`src/rtl/arm_shift_pipe.sv`:
```
// Pipelined ARM-style barrel shifter (LSL/LSR/ASR/ROR/RRX) with valid/ready flow control.
// Optional N/Z flag outputs are enabled by defining ARM_SHIFT_FLAGS_EN.
module arm_shift_pipe #(
  parameter int DATA_W = 32,
  parameter int NUM_W  = 8,
  parameter int STAGES = 2
) (
  input  logic              clk,
  input  logic              rst_n,
  input  logic              in_valid,
  output logic              in_ready,
  input  logic [2:0]        shift_op,
  input  logic [DATA_W-1:0] shift_data,
  input  logic [NUM_W-1:0]  shift_num,
  input  logic              carry_in,
  output logic              out_valid,
  input  logic              out_ready,
  output logic [DATA_W-1:0] shift_out,
  output logic              carry_out,
`ifdef ARM_SHIFT_FLAGS_EN
  output logic              flag_n,
  output logic              flag_z,
`endif
  output logic              busy
);

  localparam int LW = $clog2(DATA_W);
  localparam logic [LW-1:0] FULL_MASK   = '1;
  localparam logic [LW-1:0] COARSE_MASK = FULL_MASK << (LW / 2);

  typedef enum logic [1:0] {K_PASS, K_LSL, K_SHR, K_ROR} kind_t;

  // Decode reduces every case to a pass-through or a shift by 1..W-1,
  // with the carry already resolved, so later stages only move bits.
  typedef struct packed {
    logic              valid;
    kind_t             kind;
    logic              fill;
    logic              carry;
    logic [LW-1:0]     amt;
    logic [DATA_W-1:0] data;
  } stage_t;

  function automatic stage_t shift_by(input stage_t s, input logic [LW-1:0] mask);
    stage_t        r;
    logic [LW-1:0] a;
    r = s;
    a = s.amt & mask;
    case (s.kind)
      K_LSL:   r.data = s.data << a;
      K_SHR:   r.data = DATA_W'({{DATA_W{s.fill}}, s.data} >> a);
      K_ROR:   r.data = DATA_W'({s.data, s.data} >> a);
      default: r.data = s.data;
    endcase
    r.amt = s.amt & ~mask;
    return r;
  endfunction

  logic   advance;
  stage_t dec;
  stage_t stage_in  [1:STAGES];
  stage_t stage_reg [1:STAGES];

  assign out_valid = stage_reg[STAGES].valid;
  assign advance   = !out_valid || out_ready;
  assign in_ready  = advance;
  assign shift_out = stage_reg[STAGES].data;
  assign carry_out = stage_reg[STAGES].carry;

  always_comb begin
    int unsigned   ne;
    logic [LW-1:0] idx;
    logic          msb;
    dec       = '0;
    dec.valid = in_valid;
    dec.kind  = K_PASS;
    dec.data  = shift_data;
    dec.carry = carry_in;
    ne        = 32'(shift_num);
    idx       = '0;
    msb       = shift_data[DATA_W-1];
    if (ne == 0 && (shift_op[0] || shift_op[2:1] == 2'b00)) begin
      dec.kind = K_PASS;
    end else begin
      case (shift_op[2:1])
        2'b00: begin
          if (ne < DATA_W) begin
            dec.kind  = K_LSL;
            dec.amt   = LW'(ne);
            idx       = LW'(DATA_W - ne);
            dec.carry = shift_data[idx];
          end else begin
            dec.data  = '0;
            dec.carry = (ne == DATA_W) ? shift_data[0] : 1'b0;
          end
        end
        2'b01, 2'b10: begin
          if (ne == 0) ne = DATA_W;
          idx = LW'(ne - 1);
          if (ne < DATA_W) begin
            dec.kind  = K_SHR;
            dec.fill  = shift_op[2] & msb;
            dec.amt   = LW'(ne);
            dec.carry = shift_data[idx];
          end else if (shift_op[2]) begin
            dec.data  = {DATA_W{msb}};
            dec.carry = msb;
          end else begin
            dec.data  = '0;
            dec.carry = (ne == DATA_W) & msb;
          end
        end
        default: begin
          if (ne == 0) begin
            dec.data  = {carry_in, shift_data[DATA_W-1:1]};
            dec.carry = shift_data[0];
          end else begin
            // r == 0 wraps idx to W-1, which is exactly the carry wanted
            dec.amt   = LW'(ne);
            dec.kind  = (dec.amt == '0) ? K_PASS : K_ROR;
            idx       = dec.amt - LW'(1);
            dec.carry = shift_data[idx];
          end
        end
      endcase
    end
  end

  // The last stage always applies whatever amount is left, so any depth ends fully shifted.
  always_comb begin
    stage_in[1] = (STAGES == 1) ? shift_by(dec, FULL_MASK) : dec;
    for (int i = 2; i <= STAGES; i++)
      stage_in[i] = shift_by(stage_reg[i-1], (i == STAGES) ? FULL_MASK : COARSE_MASK);
  end

  always_ff @(posedge clk) begin
    if (!rst_n) begin
      for (int i = 1; i <= STAGES; i++) stage_reg[i] <= '0;
    end else if (advance) begin
      for (int i = 1; i <= STAGES; i++) stage_reg[i] <= stage_in[i];
    end
  end

  always_comb begin
    busy = 1'b0;
    for (int i = 1; i <= STAGES; i++) busy = busy | stage_reg[i].valid;
  end

`ifdef ARM_SHIFT_FLAGS_EN
  always_ff @(posedge clk) begin
    if (!rst_n) begin
      flag_n <= 1'b0;
      flag_z <= 1'b0;
    end else if (advance) begin
      flag_n <= stage_in[STAGES].data[DATA_W-1];
      flag_z <= (stage_in[STAGES].data == '0);
    end
  end
`endif

endmodule
```
`config.mk`:
```
export PLATFORM = sky130hd
export DESIGN_NAME = arm_shift_pipe
export DESIGN_NICKNAME = d
export VERILOG_FILES = /design/src/rtl/arm_shift_pipe.sv
export SDC_FILE = /design/constraint.sdc
export NUM_CORES = 1
export LEC_CHECK = 0
export BUFFER_PORTS_ARGS = -buffer_cell sky130_fd_sc_hd__buf_4
export CORE_MARGIN = 2
export CORE_UTILIZATION = 40
export CTS_BUF_LIST = sky130_fd_sc_hd__clkbuf_16
export CTS_CLUSTER_DIAMETER = 80
export DETAILED_ROUTE_END_ITERATION = 10
export GPL_TIMING_DRIVEN = 1
export SLEW_MARGIN = 20
export SYNTH_ARGS = -nofsm -noshare
export SYNTH_HDL_FRONTEND = slang
export SYNTH_SLANG_ARGS = --single-unit
```
`constraint.sdc`:
```
create_clock -name clk -period 4 [get_ports clk]
set_input_delay 0.2 -clock clk [delete_from_list [all_inputs] [get_ports clk]]
set_output_delay 0.2 -clock clk [all_outputs]
set_load 0.1 [all_outputs]
```
==> results by group, run 1 <==
Clock tree
  • TritonCTS Buffers: 9
  • Clock Sink Count: 76
  • Root Driver: clkbuf_16
  • CTS tree: yes
  • Skew-Pair Late Insertion Delay: 0.36 ns
  • Post-CTS setup buffers: 0
  • H-tree levels: 3
  • # resized after CTS: 0
  • # hold bufs at CTS: 0
  • CTS clock-pin slew for the worst setup and hold paths: 0.07 ns
  • Bufs on Longest Clock Path: 2

Cells and area
  • Area of the multi-input gates: 6255 um2
  • Post-route insts no fill: 1343
  • Area Overhead vs Synth: 10.09%
  • Sequential cell area: 2282 um2
  • Largest register FFs: 76
  • Diodes inserted: 0
  • Share of cells above drive strength 1: 24.20%
  • Fillers: 2225
  • Nets@finish: 1106
  • Fin area: 10170 um2

Placed design
  • Final RePlAce weighted congestion: 1.019
  • # placed instances: 1327
  • Dpl cell area: 9888 um2
  • DP HPWL: 25530 um
  • IO buf count: 83

Yosys
  • Synth Cell Area: 9234 um2
  • Avg Cell Area, Syn: 8.956 um2
  • Post-synth top flop: edfxtp_1
  • EDFF count, synth: 76
  • Main area contributors after synthesis: edfxtp_1 25%, mux4_2 17%, mux2i_1 6.7%, a21oi_1 6.3%, nor2_1 4.5%
  • Adder-Cell Fraction of Synth Area: 0.6775%
  • Synth Instances: 1031
  • Xor and xnor area share after synthesis: 0.5691%
  • Seq/Total Area, Yosys: 24.72%
  • FF+latch count, synth: 76
  • Post-synth ARST share: 0%
  • Compound-Gate Fraction of Synth Area: 24.86%
  • Yosys warning count: 0
  • Distinct cells, synth: 79
  • Post-synthesis mux area share: 27.13%
  • Synth Area in Simple Gates: 14.40%
  • Post-synth net total: 1084
  • Main combinational cell family by area after synthesis: multiplexers
  • Yosys top cell area share: 24.72%
  • Area leader, netlist: edfxtp_1

Pwr
  • Max VDD drop: 194.8 uV
  • Leakage: 3.679 nW
  • Pwr Density: 326.8 nW/um2
  • Total power: 3.322 mW

Detailed routing
  • 1st-iter DRT viols: 1095
  • Routed WL: 35120 um
  • Via-to-Cell Ratio: 6.867
  • Vias post-DR: 9222
  • Detail Route Antenna Nets: 0
  • Drt drc: 0
  • Drt first pass iters: 6
  • WL per Instance: 26.15 um

Worst setup path
  • CP Capture Type: flip-flop
  • FF-to-FF path depth: 8
  • Worst R2R End: stage_reg[2][17]$_SDFFCE_PN0P_
  • Setup CP Type: flip-flop to flip-flop
  • Critical path data arrival time: 3.19 ns
  • CP required: 4.12 ns
  • Peak fanout along the critical path: 36
  • RR Startpoint: stage_reg[1][33]$_SDFFCE_PP0P_
  • R2r setup slk: 0.93 ns
  • Type of origin of the critical path: flip-flop

Global routing
  • First-pass GRT wire length: 53470 um
  • Largest net degree at the start of global routing: 78
  • Initial antenna violation count: 0
  • Total track usage: 29.18%
  • GRT overflow: 0
  • Vias in the first global route: 8520

Floorplanning
  • Height of the die: 155.9 um
  • Die Area: 24320 um2
  • Rows: 55
  • Core area: 22640 um2
  • Die X-Extent: 155.9 um
  • I/O pins: 84
  • Initial core utilization: 40.78%

Worst hold path
  • Hold path depth: 2
  • Hold Crit Endpoint: stage_reg[1][41]$_SDFFCE_PN0P_
  • Hold_sp: in_valid
  • Hold Crit Class: input pin to flip-flop

Timing
  • Setup_tns: 0 ns
  • Max Slew Vio Count: 0
  • Final period util: 76.82%
  • Worst slew pin tran: 0.8141 ns
  • Max Fclk: 325.5 MHz
  • Final setup fails: 0
  • Final Hold Violating Endpoints: 0
  • Hold Slack: 0.1615 ns
  • Slew HR: 45.73%
  • RSZ-0062 raised after global routing: no
  • Clk_skew: 0.01267 ns
  • Final min period: 3.073 ns

Flow run
  • Maxcap violations: 0

Status
  • Status: finished, final reports clean
cell families (layout without fill, tap and decap cells):
logic type               count (synthesis)  in the layout
XOR/XNOR                                 6              6
AND/OR/NAND/NOR                        298            298
multiplexers                           160            160
buffers and inverters                  124            151
AO/OA/AOI/OAI                          362            362
flip-flops                              76             76
adder cells (fa/ha/maj)                  5              5
per-stage QoR:
stage,setup WS (ns),util [%]
finish,0.9273,44.90
global route,0.7377,44.90
CTS,0.9597,44.90
detailed placement,0.8660,43.68
global placement,0.8584,43.68
floorplan,0.1657,-
cell usage after synthesis, types with 5 or more instances:
library cell / instances
clkbuf_1: 53
o22ai_1: 6
and2_1: 5
mux2i_1: 62
a31oi_1: 15
a211oi_1: 42
o221ai_1: 5
edfxtp_1: 76
buf_1: 6
o21ai_1: 7
nand3_1: 11
nand2_1: 106
nor3_1: 24
a211o_1: 13
a22oi_1: 11
mux4_2: 68
mux2_2: 29
nor2_1: 110
o211ai_1: 13
ha_1: 5
inv_1: 11
buf_2: 21
a21oi_1: 117
and3_1: 10
o21ai_0: 76
buf_6: 14
a21o_1: 8
xnor2_1: 5
power breakdown:
group / total, mW / switching, mW / internal [mW]
sequential: 1.09 / 0.125 / 0.961
clock: 0.794 / 0.371 / 0.423
combinational: 1.44 / 0.952 / 0.490
total: 3.32 / 1.45 / 1.87
worst max path at each step:
stage	cells past startpoint	end	startpoint
floorplan	1	stage_reg[1][0]$_SDFFCE_PN0P_	stage_reg[2][41]$_SDFFCE_PN0P_
global placement	11	stage_reg[1][37]$_SDFFCE_PN0P_	shift_num[0]
detailed placement	11	stage_reg[1][37]$_SDFFCE_PN0P_	shift_num[0]
CTS	8	stage_reg[2][17]$_SDFFCE_PN0P_	stage_reg[1][33]$_SDFFCE_PP0P_
global route	9	stage_reg[2][0]$_SDFFCE_PN0P_	stage_reg[1][33]$_SDFFCE_PP0P_
finish	8	stage_reg[2][17]$_SDFFCE_PN0P_	stage_reg[1][33]$_SDFFCE_PP0P_
layout by cell type (no fill, tap or decap), types with 4 or more instances in the layout:
cell,n
and2_1,5
a31oi_1,15
a22oi_1,11
clkbuf_16,9
a21o_1,8
nand3_1,11
buf_4,117
nand2_1,106
mux2i_1,62
o21ai_1,7
o22ai_1,6
a31o_2,4
o21ai_0,76
edfxtp_1,76
a221oi_1,4
a311oi_1,4
a211oi_1,42
mux4_2,68
and3_1,10
nand2b_1,4
nor3_1,23
mux2_2,29
a211o_1,13
o211ai_1,13
a21oi_1,116
ha_1,5
o21a_1,4
o221ai_1,5
xnor2_1,5
nor2_1,110
inv_1,11
routing by layer:
metal | routed length [um] | track usage [%] | part of all wire [%] | up-vias
met5 | 0 | 0 | 0 | -
met4 | 1577 | 12.67 | 4.5 | 0
met3 | 3899 | 5.944 | 11 | 105
met2 | 15420 | 43.40 | 44 | 615
met1 | 14220 | 41.22 | 40 | 4463
li1 | - | - | - | 4039
area by class of cell:
| cell class | instances | area share [%] |
|---|---|---|
| multi-input combinational | 831 | 61.53 |
| clock inverter | 7 | 0.5169 |
| tap | 285 | 3.508 |
| inverter | 15 | 0.5538 |
| clock buffer | 9 | 2.215 |
| timing repair buffer | 120 | 9.231 |
| sequential | 76 | 22.45 |
worst max-delay path, cell delays in order, from the launching register on:
cell and delay, ns:
edfxtp_1 0.78, buf_12 0.31, buf_4 0.24, mux4_2 0.58, mux2i_1 0.23, nor2_1 0.07, a31oi_1 0.25, nand2_1 0.09
a32o_1 0.26
No activity file was read; power rests on OpenSTA's default activity.
==> inputs of run 2 (changes only) <==
==> constraint.sdc (replaced) <==
create_clock -name clk -period 2.8 [get_ports clk]
set_input_delay 0.14 -clock clk [delete_from_list [all_inputs] [get_ports clk]]
set_output_delay 0.14 -clock clk [all_outputs]
set_load 0.1 [all_outputs]
==> run 2 against run 1 <==
  * Via count up 2.4%
  * Design area up 5.2%
  * Final cell count up 3.6%
  * Sequential cell count unchanged
  * Critical endpoint is now stage_reg[2][9]$_SDFFCE_PN0P_
==> results by group, run 2 (synthesis results as in run 1) <==
Placed design
  • IO buf count: 83
  • DP HPWL: 26120 um
  • Final RePlAce weighted congestion: 1.029

Clock tree
  • Root Driver: clkbuf_16
  • Bufs on Longest Clock Path: 2
  • TritonCTS Buffers: 9
  • CTS tree: yes
  • Clock Sink Count: 76
  • Post-CTS setup buffers: 0
  • Skew-Pair Late Insertion Delay: 0.36 ns
  • H-tree levels: 3
  • # resized after CTS: 0
  • CTS clock-pin slew for the worst setup and hold paths: 0.08 ns
  • # hold bufs at CTS: 0

Worst setup path
  • Critical path data arrival time: 2.82 ns
  • Setup CP Type: flip-flop to flip-flop
  • Type of origin of the critical path: flip-flop
  • CP required: 2.88 ns
  • CP Buf/Inv Count: 2
  • CP max-delay cell: mux4_2
  • Critical path, cell by cell: buf_12 > buf_4 > mux4_2 > mux2i_1 > o21ai_0 > a22oi_1 > o22ai_1
  • Peak fanout along the critical path: 27
  • CP Capture Type: flip-flop
  • Max stage delay on crit path: 0.55 ns
  • CP delay by family, top: multiplexers

Floorplanning
  • Die X-Extent: 155.9 um
  • I/O pins: 84
  • Die Area: 24320 um2
  • Core area: 22640 um2
  • Height of the die: 155.9 um
  • Rows: 55
  • Initial core utilization: 40.78%

Timing
  • Final period util: 98.10%
  • Clk_skew: 0.02041 ns
  • Final setup fails: 0
  • Worst slew pin tran: 0.6754 ns
  • Final Hold Violating Endpoints: 0
  • Max Fclk: 364.1 MHz
  • Max Slew Vio Count: 0
  • Final min period: 2.747 ns
  • Slew HR: 54.97%
  • RSZ-0062 raised after global routing: no
  • Setup_tns: 0 ns

Cells and area
  • Largest register FFs: 76
  • Fillers: 2167
  • Commonest non-fill, non-tap cell in the layout: buf_4
  • Nets@finish: 1155
  • Share of cells above drive strength 1: 27.91%
  • Area Overhead vs Synth: 15.81%
  • Commonest cells after routing, fill and taps aside: 158 x buf_4, 113 x a21oi_1, 110 x nor2_1
  • Fin util: 47.23%
  • Diodes inserted: 0

Pwr
  • Max VDD drop: 268.3 uV
  • Reg power frac: 30.6%
  • Clock Power Share: 25.9%
  • Comb pwr share: 43.6%
  • Pwr Density: 470.8 nW/um2
  • Switching share of power: 41.67%
  • Leakage: 3.970 nW
  • Total power: 5.035 mW
  • Internal power: 2.937 mW
  • P_sw: 2.098 mW

Detailed routing
  • Via-to-Cell Ratio: 6.787
  • Vias post-DR: 9447
  • 1st-iter DRT viols: 1209
  • Drt drc: 0
  • Routed WL: 35630 um
  • Detail Route Antenna Nets: 0
  • Drt first pass iters: 6
  • WL per Instance: 25.59 um

Global routing
  • Vias in the first global route: 8967
  • Met2 Use GR: 44.90%
  • Total track usage: 29.67%
  • First-pass GRT wire length: 54570 um
  • Met3 usage: 6.972%
  • GRT overflow: 0
  • Largest net degree at the start of global routing: 82
  • M1 GR Usage: 40.49%
  • Initial antenna violation count: 2
  • GRT busiest layer: met2

Worst hold path
  • Hold Crit Class: input pin to flip-flop

Flow run
  • Maxcap violations: 0

Status
  • Status: finished, final reports clean
-- run 2: routing by layer --
layer / up-vias / routed length [um]
met5: - / 9
met2: 621 / 15660
met1: 4580 / 14400
met3: 117 / 3934
met4: 2 / 1625
li1: 4127 / -
-- run 2: cell type report --
type / count / area, um2 / area share (%)
Multi-Input combinational cell: 831 / 6275 / 58.68
Sequential cell: 76 / 2282 / 21.34
Timing Repair Buffer: 169 / 1406 / 13.15
Tap cell: 285 / 356.6 / 3.335
Clock buffer: 9 / 225.2 / 2.106
Clock inverter: 7 / 92.59 / 0.8658
Inverter: 15 / 56.30 / 0.5265
-- run 2: path summary, 6_finish.rpt --
check / start / endpoint / slack (ns) / depth (start not counted)
max: stage_reg[1][32]$_SDFFCE_PP0P_ / stage_reg[2][9]$_SDFFCE_PN0P_ / 0.05 / 7
min: shift_data[25] / stage_reg[1][25]$_SDFFCE_PN0P_ / 0.10 / 3
max reg2reg: stage_reg[1][32]$_SDFFCE_PP0P_ / stage_reg[2][9]$_SDFFCE_PN0P_ / 0.05 / 7
min reg2reg: stage_reg[1][37]$_SDFFCE_PN0P_ / stage_reg[2][37]$_SDFFCE_PN0P_ / 0.55 / 1
-- run 2: per-stage QoR --
stage	cells	area (um2)	setup slack [ns]	hold slack, ns
after floorplan	1031	9234	-1.034	0.3271
after global placement	1376	10360	0.08771	0.4656
after detailed placement	1376	10360	0.08723	0.4617
after CTS	1392	10670	0.08144	0.09987
after global routing	1392	10690	0.0004028	0.1338
final	1392	10690	0.05326	0.1047
-- run 2: tightest hold or removal path: cells and delay by family --
| kind | cells | cell delay [ns] |
|---|---|---|
| simple gates | 1 | 0.05 |
| buf+inv | 1 | 0.11 |
| compound gates | 1 | 0.06 |
-- run 2: power by group through the flow --
stage / combinational [mW] / clock [mW] / sequential (mW)
floorplan: 1.15 / 0 / 1.84
global placement: 2.13 / 0 / 1.55
detailed placement: 2.13 / 0 / 1.55
CTS: 2.14 / 1.31 / 1.53
global route: 2.30 / 1.36 / 1.54
finish: 2.19 / 1.30 / 1.54
